$ cat src/rtl/poly_sub_seq.sv
// poly_sub_seq: streams c = a - b mod q over a polynomial through the shared mod_sub
// pipeline. Operands are read from the A/B RAMs and results are written to the
// destination RAM.
module poly_sub_seq #(
  parameter int unsigned N_COEFF = 256,
  parameter int unsigned ADDR_W  = 8,
  parameter int unsigned SUB_LAT = 2
) (
  input  logic              clk,
  input  logic              rst_n,
  input  logic              start_i,
  input  logic              hold_i,
  output logic              busy_o,
  output logic              done_o,
  output logic              err_o,
  output logic              rd_en_o,
  output logic [ADDR_W-1:0] rd_addr_o,
  input  logic [11:0]       a_rd_data_i,
  input  logic [11:0]       b_rd_data_i,
  output logic [11:0]       sub_op1_o,
  output logic [11:0]       sub_op2_o,
  output logic              sub_valid_o,
  input  logic [11:0]       sub_result_i,
  input  logic              sub_valid_i,
  output logic              wr_en_o,
  output logic [ADDR_W-1:0] wr_addr_o,
  output logic [11:0]       wr_data_o
);

  localparam int unsigned CNT_W = ADDR_W + 1;
  localparam int unsigned OUT_W = $clog2(SUB_LAT + 2) + 1;

  typedef enum logic [1:0] {
    S_IDLE  = 2'd0,
    S_ISSUE = 2'd1,
    S_DRAIN = 2'd2,
    S_DONE  = 2'd3
  } state_t;

  state_t           state_q, state_d;
  logic [CNT_W-1:0] issue_cnt_q, wr_cnt_q, wr_cnt_nxt;
  logic [OUT_W-1:0] outstanding_q;
  logic             sub_valid_q;
  logic             err_q;
  logic             rd_en_c, wr_en_c, stray_c, launch_c;

  // Read and write strobes, plus the stray-result condition.
  always_comb begin
    rd_en_c    = (state_q == S_ISSUE) && !hold_i;
    wr_en_c    = sub_valid_i && (outstanding_q != '0);
    stray_c    = sub_valid_i && (outstanding_q == '0);
    launch_c   = (state_q == S_IDLE) && start_i;
    wr_cnt_nxt = wr_cnt_q + CNT_W'(wr_en_c);
  end

  // State register.
  always_ff @(posedge clk or negedge rst_n) begin
    if (!rst_n) state_q <= S_IDLE;
    else        state_q <= state_d;
  end

  // Next-state logic. DRAIN looks ahead at the post-write count so that done
  // lands on the cycle after the last write.
  always_comb begin
    state_d = state_q;
    case (state_q)
      S_IDLE:  if (start_i) state_d = S_ISSUE;
      S_ISSUE: if (rd_en_c && (issue_cnt_q == CNT_W'(N_COEFF - 1))) state_d = S_DRAIN;
      S_DRAIN: if (wr_cnt_nxt == CNT_W'(N_COEFF)) state_d = S_DONE;
      S_DONE:  state_d = S_IDLE;
      default: state_d = S_IDLE;
    endcase
  end

  // Issue/write/outstanding counters, operand-valid stage and sticky error.
  always_ff @(posedge clk or negedge rst_n) begin
    if (!rst_n) begin
      issue_cnt_q   <= '0;
      wr_cnt_q      <= '0;
      outstanding_q <= '0;
      sub_valid_q   <= 1'b0;
      err_q         <= 1'b0;
    end else begin
      sub_valid_q   <= rd_en_c;
      outstanding_q <= outstanding_q + OUT_W'(sub_valid_q) - OUT_W'(wr_en_c);
      if (launch_c) begin
        issue_cnt_q <= '0;
        wr_cnt_q    <= '0;
      end else begin
        issue_cnt_q <= issue_cnt_q + CNT_W'(rd_en_c);
        wr_cnt_q    <= wr_cnt_nxt;
      end
      if (launch_c)     err_q <= 1'b0;
      else if (stray_c) err_q <= 1'b1;
    end
  end

  // Outputs are decoded from registered state. The data paths are gated so
  // every output sits at 0 while the block is in reset.
  always_comb begin
    busy_o      = (state_q == S_ISSUE) || (state_q == S_DRAIN);
    done_o      = (state_q == S_DONE);
    err_o       = err_q;
    rd_en_o     = rd_en_c;
    rd_addr_o   = issue_cnt_q[ADDR_W-1:0];
    sub_valid_o = sub_valid_q;
    sub_op1_o   = sub_valid_q ? a_rd_data_i : 12'd0;
    sub_op2_o   = sub_valid_q ? b_rd_data_i : 12'd0;
    wr_en_o     = wr_en_c;
    wr_addr_o   = wr_cnt_q[ADDR_W-1:0];
    wr_data_o   = wr_en_c ? sub_result_i : 12'd0;
  end

endmodule

$ cat config.mk
export PLATFORM = sky130hd
export DESIGN_NAME = poly_sub_seq
export DESIGN_NICKNAME = d
export VERILOG_FILES = /design/src/rtl/poly_sub_seq.sv
export SDC_FILE = /design/constraint.sdc
export NUM_CORES = 1
export LEC_CHECK = 0
export BUFFER_PORTS_ARGS = -buffer_cell sky130_fd_sc_hd__buf_2
export CAP_MARGIN = 20
export CORE_MARGIN = 2
export CORE_UTILIZATION = 44
export CTS_CLUSTER_SIZE = 30
export DETAILED_ROUTE_END_ITERATION = 10
export GPL_TIMING_DRIVEN = 0
export PLACE_DENSITY = 0.86
export SETUP_SLACK_MARGIN = 0.02
export SLEW_MARGIN = 5
export SYNTH_ARGS = -nofsm -noshare
export SYNTH_HDL_FRONTEND = slang
export SYNTH_SLANG_ARGS = --single-unit
$ cat constraint.sdc
create_clock -name clk -period 2.3 [get_ports clk]
set_input_delay 0.115 -clock clk [delete_from_list [all_inputs] [get_ports clk]]
set_output_delay 0.115 -clock clk [all_outputs]
set_load 0.05 [all_outputs]
==> out/summary.txt <==
Fin. Hold Viols -> 0
Critical path endpoint category -> flip-flop
Leakage -> 1.367 nW
Footprint of the multi-input gates -> 980.9 um2
Number of fill cells -> 328
Reg-to-Reg Start -> outstanding_q[0]$_DFF_PN0_
Synth Net Count -> 244
Class of the most critical setup path -> flip-flop to flip-flop
Largest net degree at the start of global routing -> 26
Hold_sp -> hold_i
Reg clk slew, reported paths -> 90 ps
Via density -> 4.672
Number of synthesized flops with an enable pin -> 0
Critical path's slowest cell -> dfrtp_1
Final slew viol count -> 0
Post-layout min period -> 2157 ps
Internal power -> 1.055 mW
Placer Congestion -> 0.8057
Gr usage total -> 18.70%
Cells along the critical path -> nor3_2, nor2b_1, clkbuf_4, ha_2, nand2_4, mux2_2, o32ai_2, a21boi_2, a211oi_2
Final setup TNS -> 0 ps
Run status -> finished, final reports clean
Worst endpoint required time -> 2490 ps
Final setup margin -> 143.4 ps
Yosys top cell area share -> 35.61%
Hold crit path type -> input port to flip-flop
WHS -> 23.89 ps
Synth cell count leaders -> and2_1, dfrtp_1, nor2_1
DRC viols -> 0
H-tree depth -> 1
Vias in the first global route -> 1523
Starting Density -> 46.93%
Max-cap check violation count -> 0
TritonCTS Buffers -> 3
Final Non-Filler Cells -> 345
Std cell rows -> 22
Largest cells by area after synthesis -> dfrtp_1, and2_1, ha_1, buf_4, xor2_1
Longest Clk Path Bufs -> 2
CP Data Arrival Time -> 2340 ps
DR WL/cell -> 11.60 um
Worst-path fanout max -> 13
Warnings from Yosys -> 0
Pre-Repair DR Iteration Count -> 4
Post-place setup slack -> -71.10 ps
# placed instances -> 337
Worst-Margin Slew -> 541.0 ps
Top-count cell post-synth -> and2_1
CTS tree -> done
Syn Inst Count -> 191
Final nets -> 351
Drt total wl -> 4003 um
Clock power frac -> 13.1%
Area grow syn2layout -> 37.25%
Post-synth top flop -> dfrtp_1
GR Overflow Total -> 0
1st-iter DRT viols -> 27
Synth unique cells -> 39
Post-Syn Area -> 1757 um2
Die W -> 67.19 um
Relative slew slack -> 63.93%
Critical path startpoint -> outstanding_q[0]$_DFF_PN0_
Final ANT Viol Nets -> 0
Placed Area -> 2313 um2
CTS root buf -> clkbuf_8
Vias -> 1612
Die ar. -> 4514 um2
Port bufs -> 98
First-pass GRT wire length -> 6575 um
Design area -> 2411 um2
Die span in y -> 67.19 um
Layout cell share with drive strength beyond 1 -> 46.46%
Sw Share -> 46.68%
Sequential share of power -> 34.0%
Net switching power -> 0.9237 mW
Period utilization -> 93.76%
Post-synth ARST share -> 100.0%
CP Launch Type -> flip-flop
Synthesized area per cell -> 9.197 um2
Comb pwr share -> 52.9%
Pwr/cell area -> 820.6 nW/um2
RSZ-0062 raised after global routing -> no
Sequential element share of the synthesized area -> 35.61%
Initial antenna violation count -> 0
I/O pin count -> 99
Peak VDD IR -> 0.0003236 V
# clock sinks -> 25
Yosys reg bits -> 25
Core Area -> 3744 um2
Reg area -> 625.6 um2
Worst skew pair latency -> 270 ps
Slowest cell delay on critical path -> 400 ps
Setup Skew -> 6.143 ps
Largest area contributor in the netlist -> dfrtp_1
Peak Freq -> 463.7 MHz
Dpl hpwl -> 3196 um
Setup-failing EPs final -> 0
Antenna fix cells -> 0
[cell type report]
class	count	share of cell area (%)
buffer	21	5.916
clock buffer	4	1.868
inverter	9	1.401
multi-input combinational	136	40.69
sequential	25	25.95
tap	48	2.491
timing repair buffer	102	21.69
[power groups by stage]
stage / Combinational, mW / Clock [mW] / Sequential (mW)
after floorplan: 0.795 / 0 / 0.676
after global placement: 0.985 / 0 / 0.675
after CTS: 1.02 / 0.263 / 0.678
after global routing: 1.13 / 0.281 / 0.694
after detailed placement: 1.01 / 0 / 0.682
final: 1.05 / 0.259 / 0.674
[path summary, 6_finish.rpt]
check                                           endpoint  slack [ps]  depth (start not counted)
worst min-delay path               sub_valid_o$_DFF_PN0_          20                          2
worst max register to register    state_q[0]$_DFFE_PN0P_         140                          9
worst max-delay path              state_q[0]$_DFFE_PN0P_         140                          9
min in group asynchronous          wr_cnt_q[1]$_DFF_PN0_         370                          2
worst min register to register         err_o$_DFFE_PN0P_         490                          2
max in group asynchronous       issue_cnt_q[6]$_DFF_PN0_        1570                          2
[layer usage]
metal | global-route usage, % | vias up | wire length (um)
li1 | - | 814 | -
met1 | 23.22 | 744 | 1721
met2 | 34.90 | 49 | 2029
met3 | 1.833 | 5 | 215
met4 | 4.082 | 0 | 37
met5 | 0 | - | 0
[worst max-delay path: cells and delay by family, from the launching register on]
kind            cells  cell delay, ps
fa+ha+maj           1             230
flops               1             400
simple gates        3             400
mux                 1             340
compound gates      3             520
buf+inv             1             190
[sequential cells by signal, summed over array words and instances (netlist names)]
signal / cells
state_q: 2
sub_valid_o: 1
outstanding_q: 3
issue_cnt_q: 9
wr_cnt_q: 9
err_o: 1
[cells by family after synthesis]
logic type / count (synthesis) / share of synthesized area (%)
AO/OA/AOI/OAI: 15 / 7.123
XOR/XNOR: 16 / 7.978
adder cells (fa/ha/maj): 12 / 8.974
buffers and inverters: 30 / 9.829
flip-flops: 25 / 35.61
multiplexers: 1 / 0.6410
AND/OR/NAND/NOR: 92 / 29.84
[what timing repair did]
| item | 4_1_cts | 5_1_grt |
|---|---|---|
| pin swaps | 0 | 1 |
| hold buffers | 1 | 0 |
| hold endpoints to repair | 25 | 0 |
| setup endpoints to repair | 2 | 3 |
| gates resized for setup | 2 | 3 |
| setup buffers | 1 | 2 |
[layout by cell type (no fill, tap or decap), types with 5 or more instances in the layout]
cell type	count
and2_1	37
buf_2	98
buf_4	19
clkbuf_1	5
dfrtp_1	25
ha_1	10
inv_1	9
nand2_1	8
nand3_1	5
nor2_1	16
xnor2_1	7
xor2_1	9
[per-stage QoR]
| stage | power [mW] | utilization (%) |
|---|---|---|
| 2_1_floorplan | 1.471 | - |
| 3_3_place_gp | 1.661 | 61.80 |
| 3_5_place_dp | 1.691 | 61.80 |
| 4_1_cts | 1.961 | 63.67 |
| 5_1_grt | 2.103 | 64.41 |
| 6_report | 1.979 | 64.41 |
No activity file was read; power rests on OpenSTA's default activity.
